[src/rtl/disp_out_pipe.sv]
// -----------------------------------------------------------------------------
// disp_out_pipe
//
// Display output stage between a pixel/pattern generator and the board video
// outputs. Each input cycle is processed in one registered stage:
//   * output mode selection (pass / greyscale / colour bars / blank), where a
//     mode change is only accepted on the in_frame cycle so it always lands on
//     a frame boundary,
//   * blanking of colour outside the active area (in_de = 0),
//   * BPC -> BPC_BOARD colour expansion by MSB-first bit replication.
// Stages 2..PIPE are plain delay, so every out_* signal is the matching in_*
// signal (processed) exactly PIPE cycles later. A free-running frame counter
// and the active mode are reported directly, without pipelining.
//
// Ports
//   clk                         pixel clock
//   rst_n                       asynchronous active-low reset
//   in_x, in_y      [CORDW]     signed display position
//   in_hsync/vsync/de/frame     timing from the display controller
//   in_r/g/b        [BPC]       pixel colour
//   mode            [2]         requested mode: 0 pass, 1 grey, 2 bars, 3 blank
//   out_x, out_y    [CORDW]     delayed position
//   out_hsync/vsync/de/frame    delayed timing
//   out_r/g/b       [BPC_BOARD] expanded colour
//   mode_active     [2]         mode currently applied
//   frame_count     [16]        in_frame pulses seen since reset (wraps)
// -----------------------------------------------------------------------------
module disp_out_pipe #(
  parameter int BPC       = 5,
  parameter int BPC_BOARD = 8,
  parameter int CORDW     = 16,
  parameter int PIPE      = 2,
  parameter int H_RES     = 640
) (
  input  logic                    clk,
  input  logic                    rst_n,
  input  logic signed [CORDW-1:0] in_x,
  input  logic signed [CORDW-1:0] in_y,
  input  logic                    in_hsync,
  input  logic                    in_vsync,
  input  logic                    in_de,
  input  logic                    in_frame,
  input  logic [BPC-1:0]          in_r,
  input  logic [BPC-1:0]          in_g,
  input  logic [BPC-1:0]          in_b,
  input  logic [1:0]              mode,
  output logic signed [CORDW-1:0] out_x,
  output logic signed [CORDW-1:0] out_y,
  output logic                    out_hsync,
  output logic                    out_vsync,
  output logic                    out_de,
  output logic                    out_frame,
  output logic [BPC_BOARD-1:0]    out_r,
  output logic [BPC_BOARD-1:0]    out_g,
  output logic [BPC_BOARD-1:0]    out_b,
  output logic [1:0]              mode_active,
  output logic [15:0]             frame_count
);

  // Width of one colour bar and of the in-bar pixel counter. The +1 keeps
  // the counter at least one bit wide even for a one-pixel bar.
  localparam int BAR_W = H_RES / 8;
  localparam int PCW   = $clog2(BAR_W + 1);

  typedef enum logic [1:0] {
    MODE_PASS  = 2'd0,
    MODE_GREY  = 2'd1,
    MODE_BARS  = 2'd2,
    MODE_BLANK = 2'd3
  } mode_e;

  // One pipeline word: everything that must stay aligned with the colour.
  typedef struct packed {
    logic [CORDW-1:0]     x;
    logic [CORDW-1:0]     y;
    logic                 hsync;
    logic                 vsync;
    logic                 de;
    logic                 frame;
    logic [BPC_BOARD-1:0] r;
    logic [BPC_BOARD-1:0] g;
    logic [BPC_BOARD-1:0] b;
  } pkt_t;

  // ---------------------------------------------------------------------------
  // State
  // ---------------------------------------------------------------------------
  mode_e          mode_active_q, mode_active_d;
  logic [15:0]    frame_count_q, frame_count_d;
  logic [PCW-1:0] pc_q, pc_d;
  logic [2:0]     bar_q, bar_d;
  pkt_t           stage_q [PIPE];
  pkt_t           stage_d [PIPE];

  // ---------------------------------------------------------------------------
  // Stage-1 combinational processing
  // ---------------------------------------------------------------------------
  mode_e          eff_mode;
  logic [BPC+1:0] grey_sum;
  logic [BPC-1:0] grey;
  logic [2:0]     bar_rgb;
  logic [BPC-1:0] col_r, col_g, col_b;
  logic [BPC_BOARD-1:0] exp_r, exp_g, exp_b;
  pkt_t           pix_d;

  always_comb begin
    // On the in_frame cycle the requested mode already applies, so the first
    // pixel of a frame is drawn in the new mode.
    eff_mode      = in_frame ? mode_e'(mode) : mode_active_q;
    mode_active_d = eff_mode;

    // Wraps naturally at 16 bits.
    frame_count_d = frame_count_q + {15'd0, in_frame};

    // r + 2g + b fits in BPC+2 bits; dividing by four brings it back to BPC.
    grey_sum = {2'b00, in_r} + {1'b0, in_g, 1'b0} + {2'b00, in_b};
    grey     = BPC'(grey_sum >> 2);

    // Bar i shows colour 7-i with each {r,g,b} bit driving a full channel.
    bar_rgb = 3'd7 - bar_q;

    col_r = '0;
    col_g = '0;
    col_b = '0;
    unique case (eff_mode)
      MODE_PASS: begin
        col_r = in_r;
        col_g = in_g;
        col_b = in_b;
      end
      MODE_GREY: begin
        col_r = grey;
        col_g = grey;
        col_b = grey;
      end
      MODE_BARS: begin
        col_r = {BPC{bar_rgb[2]}};
        col_g = {BPC{bar_rgb[1]}};
        col_b = {BPC{bar_rgb[0]}};
      end
      MODE_BLANK: begin
        col_r = '0;
        col_g = '0;
        col_b = '0;
      end
      default: begin
        col_r = '0;
        col_g = '0;
        col_b = '0;
      end
    endcase

    // Nothing but black may leave the block outside the active area.
    if (!in_de) begin
      col_r = '0;
      col_g = '0;
      col_b = '0;
    end
  end

  // Bar position tracking. The counters follow data-enable only, so bars are
  // independent of the coordinate inputs and restart on every line.
  always_comb begin
    pc_d  = pc_q;
    bar_d = bar_q;
    if (!in_de) begin
      pc_d  = '0;
      bar_d = '0;
    end else if (pc_q == PCW'(BAR_W - 1)) begin
      pc_d  = '0;
      bar_d = (bar_q == 3'd7) ? 3'd7 : bar_q + 3'd1;
    end else begin
      pc_d = pc_q + PCW'(1);
    end
  end

  // Colour expansion: output bit k (counted from the MSB) takes input bit
  // (k mod BPC) counted from the MSB, i.e. the input word repeated MSB-first
  // and cut to BPC_BOARD bits. All-ones and zero therefore map exactly.
  genvar gi;
  generate
    for (gi = 0; gi < BPC_BOARD; gi++) begin : g_expand
      assign exp_r[BPC_BOARD-1-gi] = col_r[BPC-1-(gi % BPC)];
      assign exp_g[BPC_BOARD-1-gi] = col_g[BPC-1-(gi % BPC)];
      assign exp_b[BPC_BOARD-1-gi] = col_b[BPC-1-(gi % BPC)];
    end
  endgenerate

  always_comb begin
    pix_d       = '0;
    pix_d.x     = in_x;
    pix_d.y     = in_y;
    pix_d.hsync = in_hsync;
    pix_d.vsync = in_vsync;
    pix_d.de    = in_de;
    pix_d.frame = in_frame;
    pix_d.r     = exp_r;
    pix_d.g     = exp_g;
    pix_d.b     = exp_b;
  end

  // Stage 0 takes the processed word, later stages are pure delay.
  always_comb begin
    stage_d[0] = pix_d;
    for (int k = 1; k < PIPE; k++) begin
      stage_d[k] = stage_q[k-1];
    end
  end

  // ---------------------------------------------------------------------------
  // Registers
  // ---------------------------------------------------------------------------
  always_ff @(posedge clk or negedge rst_n) begin
    if (!rst_n) begin
      mode_active_q <= MODE_PASS;
      frame_count_q <= '0;
      pc_q          <= '0;
      bar_q         <= '0;
    end else begin
      mode_active_q <= mode_active_d;
      frame_count_q <= frame_count_d;
      pc_q          <= pc_d;
      bar_q         <= bar_d;
    end
  end

  // Clearing every stage on reset discards any half-drawn line, so no stale
  // pixels appear after release.
  always_ff @(posedge clk or negedge rst_n) begin
    if (!rst_n) begin
      for (int k = 0; k < PIPE; k++) begin
        stage_q[k] <= '0;
      end
    end else begin
      for (int k = 0; k < PIPE; k++) begin
        stage_q[k] <= stage_d[k];
      end
    end
  end

  // ---------------------------------------------------------------------------
  // Outputs
  // ---------------------------------------------------------------------------
  assign out_x       = stage_q[PIPE-1].x;
  assign out_y       = stage_q[PIPE-1].y;
  assign out_hsync   = stage_q[PIPE-1].hsync;
  assign out_vsync   = stage_q[PIPE-1].vsync;
  assign out_de      = stage_q[PIPE-1].de;
  assign out_frame   = stage_q[PIPE-1].frame;
  assign out_r       = stage_q[PIPE-1].r;
  assign out_g       = stage_q[PIPE-1].g;
  assign out_b       = stage_q[PIPE-1].b;
  assign mode_active = mode_active_q;
  assign frame_count = frame_count_q;

endmodule

[config.mk]
export PLATFORM = sky130hd
export DESIGN_NAME = disp_out_pipe
export DESIGN_NICKNAME = d
export VERILOG_FILES = /design/src/rtl/disp_out_pipe.sv
export SDC_FILE = /design/constraint.sdc
export NUM_CORES = 1
export LEC_CHECK = 0
export ABC_AREA = 1
export BUFFER_PORTS_ARGS = -buffer_cell sky130_fd_sc_hd__buf_2
export CAP_MARGIN = 20
export CORE_MARGIN = 2
export CORE_UTILIZATION = 45
export CTS_BUF_LIST = sky130_fd_sc_hd__clkbuf_8 sky130_fd_sc_hd__clkbuf_16
export DETAILED_ROUTE_END_ITERATION = 12
export PLACE_DENSITY = 0.73
export SYNTH_ARGS = -nofsm -noshare
export SYNTH_HDL_FRONTEND = slang
export SYNTH_SLANG_ARGS = --single-unit
[constraint.sdc]
create_clock -name clk -period 1.3 [get_ports clk]
set_clock_uncertainty 0.1 [all_clocks]
set_input_delay 0.13 -clock clk [delete_from_list [all_inputs] [get_ports clk]]
set_output_delay 0.13 -clock clk [all_outputs]
set_load 0.005 [all_outputs]
==> flow_metrics.tcl, run 1 <==
set metrics [dict create \
    die_area_um2 10800 \
    netlist_instances 367 \
    status "finished, violations left" \
    leakage_nw 3.85 \
    avgSynthCellArea_um2 12.3 \
    worst_hold_path.num_cells 3 \
    endpoint_kind "register" \
    num_io_pins 133 \
    ys_types 23 \
    yosysSeqAreaShare 0.722 \
    synth_top_family_by_area "simple AND/OR/NAND/NOR gates" \
    p_per_area_nw_per_um2 1570 \
    syn_to_final_growth_pct 69.4 \
    clk_pin_slew_ps 60 \
    htreeDepth 4 \
    grt_pass1_wl_um 19600 \
    cts.sinks 130 \
    clk_latency_ps 520 \
    start_util 0.463 \
    die_height_um 104 \
    fin_setup_tns_ps -4470 \
    hold_class "in -> reg" \
    ys_seq_elements 130 \
    pwr-share-seq 0.387 \
    cts_made_buffers 17 \
    synth_ff_type "dfrtp_1" \
    max-clock-path-buffers 2 \
    synthAdderAreaFrac 0.0444 \
    required_ps 1630 \
    finalSetupViolCount 47 \
    netlist_area_um2 4510 \
    drive_gt1_frac 0.513 \
    synthMuxAreaShare 0 \
    routed_wl_um 15000 \
    peakVddDrop_v 0.000802 \
    hold_slack_ps -127 \
    fmax_ghz 0.639 \
    path_class "reg -> reg" \
    intPower_mw 8.81 \
    dr.pass1.iters 5 \
    num_vias 3815 \
    cts_root_buf "clkbuf_8" \
    place_area_um2 5600 \
    antenna_found_initial 0 \
    period_minus_slack_ps 1570 \
    drc_errors 0 \
    grt_max_degree 50 \
    final_cell_area_um2 7640 \
    ys.warnings.count 0 \
    grt_pass1_vias 3838 \
    finalHoldViolations 3 \
    core_area_um2 9730 \
    rr_worst_depth 6 \
    die_w_um 104 \
    rsz0062_at_grt "true" \
    cts_tree "yes" \
    fin_nets 693 \
    final_util 0.785 \
    post_drt_via_cell_ratio 4.96 \
    cp_max_fo 4 \
    maxCapViolations 0 \
    port_buffers 132 \
    slew_viol_final 0 \
    grt_overflow 0 \
    relSlewSlack 0.703 \
    synthSimpleGateAreaFrac 0.125 \
    routedWlPerCell_um 19.6 \
    grt_util_all_layers 0.235 \
    worstPathArrival_ps 1890 \
    synth-edff-count 0 \
    async_flop_share 1.00 \
    holdBufCountCts 53 \
    hpwlAfterDp_um 6800 \
    switchingPower_mw 3.20 \
    finalCritPeriodShare 1.20 \
    syn-num-nets 435 \
    fin_ws_ps -265 \
    rows 36 \
    clkPwrFrac 0.396 \
    combPwrFrac 0.217 \
    start_kind "register" \
    antenna_cells 0 \
    swShare 0.267 \
    worst_slew_pin_slew_ps 443 \
    synth_xor_area_frac 0.0272 \
    drt_first_iter_violations 237 \
    synth-compound-area-share 0.0275 \
    place.gp.congestion 0.901 \
    antenna_left 0 \
    violations "hold timing, setup timing" \
]
## timing repair
| item | 4_1_cts | 5_1_grt |
|---|---|---|
| pin swaps | 30 | 32 |
| endpoints found under the hold margin | 192 | 3 |
| setup buffers | 23 | 12 |
| endpoints found under the setup margin | 41 | 100 |
| resized for setup | 76 | 71 |
| gates cloned | 0 | 1 |
## per-layer routing
metal,GRT usage,up-vias,part of all wire
li1,-,1666,-
met1,0.272,1931,0.36
met2,0.424,169,0.55
met3,0.0620,49,0.051
met4,0.0801,0,0.040
met5,0,-,0
## cells by family after synthesis
kind of cell,count (synthesis)
DFF,130
buffers and inverters,55
and+or+nand+nor,131
AOI/OAI and AO/OA,24
xor gates and xnor gates,14
adders and majority gates,13
## synthesized netlist by cell type (all sizes together), types with 2 or more instances
cell type | n | share of area
buf | 11 | 0.018
nor3 | 6 | 0.0067
nand4 | 2 | 0.0028
xor2 | 10 | 0.019
nor2 | 28 | 0.026
inv | 42 | 0.035
o21ai | 10 | 0.012
fa | 5 | 0.022
ha | 8 | 0.022
dfrtp | 130 | 0.72
xnor2 | 4 | 0.0078
a21oi | 14 | 0.016
nand2 | 61 | 0.051
nand3 | 31 | 0.034
## final timing paths
check | slack [ps] | startpoint | to
worst max-delay path | -270 | frame_count[9] | frame_count[15]
worst min-delay path | -130 | mode[1] | mode_active[1]
worst max register to register | -270 | frame_count[9] | frame_count[15]
worst min register to register | 250 | stage_d[59] | out_x[15]
max in group asynchronous | 130 | rst_n | stage_d[34]
min in group asynchronous | 500 | rst_n | out_x[1]
## stage by stage
stage,total power [mW],setup slack [ps],hold WS (ps),cells
global placement,6.01,-667,-54.7,650
global route,12.4,-332,-137,769
CTS,11.4,-93.7,-131,756
detailed placement,6.07,-688,-54.6,650
floorplan,5.29,-473,-266,367
finish,12.0,-265,-127,769
## sequential cells by signal (all words and copies together) (netlist names), 5 cells and up
register	flops
stage_d	51
pc_q	7
frame_count	16
out_g	5
out_x	16
out_r	5
out_b	5
out_y	16
## power groups by stage
stage                     Combinational [mW]  Clock (mW)  Sequential [mW]
after floorplan                        0.612           0             4.68
after global placement                  1.37           0             4.64
after detailed placement                1.41           0             4.66
after CTS                               2.14        4.72             4.58
after global routing                    2.77        4.98             4.67
final                                   2.61        4.75             4.65
## worst max-delay path, stage by stage (launching register included)
cell	delay [ps]
dfrtp_1	440
buf_6	140
nand2_4	60
nor3_4	250
nand2_2	110
nor2_2	150
xor2_1	220
## cell usage in the layout, fill, tap and decap left out, drive strengths merged, types with 2 or more instances in the layout
| master | instances |
|---|---|
| a21oi | 14 |
| dfrtp | 130 |
| ha | 8 |
| xnor2 | 4 |
| nand4 | 2 |
| bufinv | 3 |
| clkbuf | 21 |
| o21ai | 10 |
| buf | 197 |
| fa | 5 |
| xor2 | 10 |
| clkinv | 6 |
| nand3 | 31 |
| clkinvlp | 2 |
| inv | 42 |
| dlygate4sd3 | 53 |
| nor2 | 28 |
| nor3 | 6 |
| nand2 | 61 |
## cell type report
cell class / instances / area [um^2]
clock buffer: 20 / 455
clock inverter: 10 / 134
fill: 523 / 2090
inverter: 43 / 174
multi-input combinational: 182 / 1540
sequential: 130 / 3250
tap: 133 / 166
timing repair buffer: 251 / 1910
Power figures use the tool's default switching activity.
==> run 2, diff against run 1 <==
--- a/constraint.sdc
+++ b/constraint.sdc
@@ -4,2 +4,2 @@
 set_output_delay 0.13 -clock clk [all_outputs]
-set_load 0.005 [all_outputs]
+set_load 0.05 [all_outputs]
==> run 2 against run 1 <==
  * The run still ends with hold timing, setup timing left
  * Combinational power is 33% higher
  * Clock power is 6.9% higher
  * Total power is 11% higher
  * Hold slack worse by 110 ps
  * Sequential share of layout area is 1.6 points lower
  * Sequential cell count stayed put
  * Critical endpoint is now frame_count[13]
==> flow_metrics.tcl, run 2 (synthesized netlist as in run 1, its figures left out) <==
set metrics [dict create \
    drt_first_iter_violations 296 \
    cp_max_fo 4 \
    r2r_end "frame_count[13]" \
    violations "hold timing, setup timing" \
    fin_nets 678 \
    die_area_um2 10800 \
    hold_slack_ps -239 \
    grt_max_degree 37 \
    die_w_um 104 \
    hold_class "in -> reg" \
    cts.sinks 130 \
    endpoint_kind "register" \
    relSlewSlack 0.705 \
    combPwrFrac 0.260 \
    cts_tree "yes" \
    finalSetupViolCount 91 \
    antenna_left 0 \
    routedWlPerCell_um 22.1 \
    grt_util_all_layers 0.272 \
    post_drt_via_cell_ratio 5.13 \
    crit_buf_inv 1 \
    finalPower_mw 13.3 \
    num_vias 3876 \
    slew_viol_final 0 \
    core_area_um2 9730 \
    htreeDepth 4 \
    cp_slowest_cell "dfrtp_2" \
    cpPeakStageDelay_ps 410 \
    port_buffers 132 \
    worstPathArrival_ps 1870 \
    hold_path_end "stage_d[24]" \
    hpwlAfterDp_um 6720 \
    r2r-start "frame_count[0]" \
    start_kind "register" \
    worst_slew_pin_slew_ps 440 \
    syn_to_final_growth_pct 76.8 \
    p_per_area_nw_per_um2 1670 \
    period_minus_slack_ps 1560 \
    fin_cells 756 \
    fmax_ghz 0.643 \
    layout_commonest_cell "dfrtp_1" \
    grt_pass1_vias 4105 \
    fill_cells 441 \
    drive_gt1_frac 0.526 \
    worst_hold_path.num_cells 1 \
    path_class "reg -> reg" \
    place.gp.congestion 0.891 \
    max-clock-path-buffers 2 \
    placedCellCount 646 \
    finalHoldViolations 4 \
    cts_made_buffers 17 \
    dr.pass1.iters 5 \
    num_io_pins 133 \
    hp-start "in_frame" \
    pwr-share-seq 0.358 \
    regToRegSetupSlack_ps -260 \
    crit_chain "ha_4, nand3_4, inv_4, nand3_2, nor2_2, xor2_1" \
    routed_wl_um 16700 \
    rr_worst_depth 6 \
    startpoint "frame_count[0]" \
    finalCritPeriodShare 1.20 \
    start_util 0.463 \
    rows 36 \
    antenna_found_initial 0 \
    final_cell_mix "dfrtp_1, buf_6, dlygate4sd3_1" \
    switchingPower_mw 4.33 \
    path_delay_family "flip-flops" \
    peakVddDrop_v 0.00111 \
    clk_latency_ps 530 \
    status "finished, violations left" \
    swShare 0.326 \
    largest_register_ffs 51 \
    drc_errors 0 \
    cts_root_buf "clkbuf_8" \
    fin_ws_ps -256 \
    holdBufCountCts 54 \
    required_ps 1620 \
    grt_overflow 0 \
    grt_pass1_wl_um 22200 \
    intPower_mw 8.96 \
    rsz0062_at_grt "true" \
    leakage_nw 3.88 \
    clkPwrFrac 0.382 \
    antenna_cells 0 \
    final_util 0.819 \
    die_height_um 104 \
    maxCapViolations 0 \
    clk_pin_slew_ps 70 \
]
-- run 2: area by class of cell --
type	instances	area, um^2	area share
Timing Repair Buffer	236	2210	0.277
Clock inverter	14	190	0.0239
Inverter	43	171	0.0215
Clock buffer	18	428	0.0537
Tap cell	133	166	0.0209
Multi-Input combinational cell	182	1540	0.193
Sequential cell	130	3270	0.410
-- run 2: layer usage --
layer	vias to the layer above	wire length [um]	global-route usage
met5	-	0	0
met3	78	1040	0.0746
li1	1624	-	-
met2	241	8710	0.508
met4	0	919	0.107
met1	1933	6030	0.290
-- run 2: power groups by stage --
stage	Combinational, mW	Clock [mW]	Sequential (mW)
after floorplan	0.751	0	5.51
after global placement	2.17	0	4.72
after detailed placement	2.21	0	4.74
after CTS	3.04	4.92	4.67
after global routing	3.59	5.32	4.77
final	3.46	5.08	4.75
-- run 2: worst register-to-register path: stages, from the launching register on --
cell and delay (ps):
dfrtp_2 410, ha_4 200, nand3_4 90, inv_4 110
nand3_2 120, nor2_2 140, xor2_1 270
-- run 2: repair_timing --
action | 4_1_cts | 5_1_grt
pin swaps | 21 | 31
cloned | 1 | 1
endpoints found under the setup margin | 103 | 125
endpoints found under the hold margin | 191 | 4
setup buffers | 14 | 12
resized for setup | 215 | 75
-- run 2: worst max path at each step --
stage / endpoint / slack [ps] / cells after the start
6_report: frame_count[13] / -260 / 6
5_1_grt: pc_q[6] / -270 / 7
4_1_cts: frame_count[10] / -130 / 2
3_5_place_dp: stage_d[12] / -720 / 10
3_3_place_gp: stage_d[20] / -670 / 10
2_1_floorplan: stage_d[20] / -470 / 9
-- run 2: stage by stage --
stage / setup TNS [ps] / area (um^2) / worst slack, ps
after floorplan: -6230 / 4650 / -473
after global placement: -8400 / 5630 / -667
after detailed placement: -9650 / 5630 / -718
after CTS: -3680 / 7620 / -133
after global routing: -11170 / 7970 / -273
final: -7790 / 7970 / -256
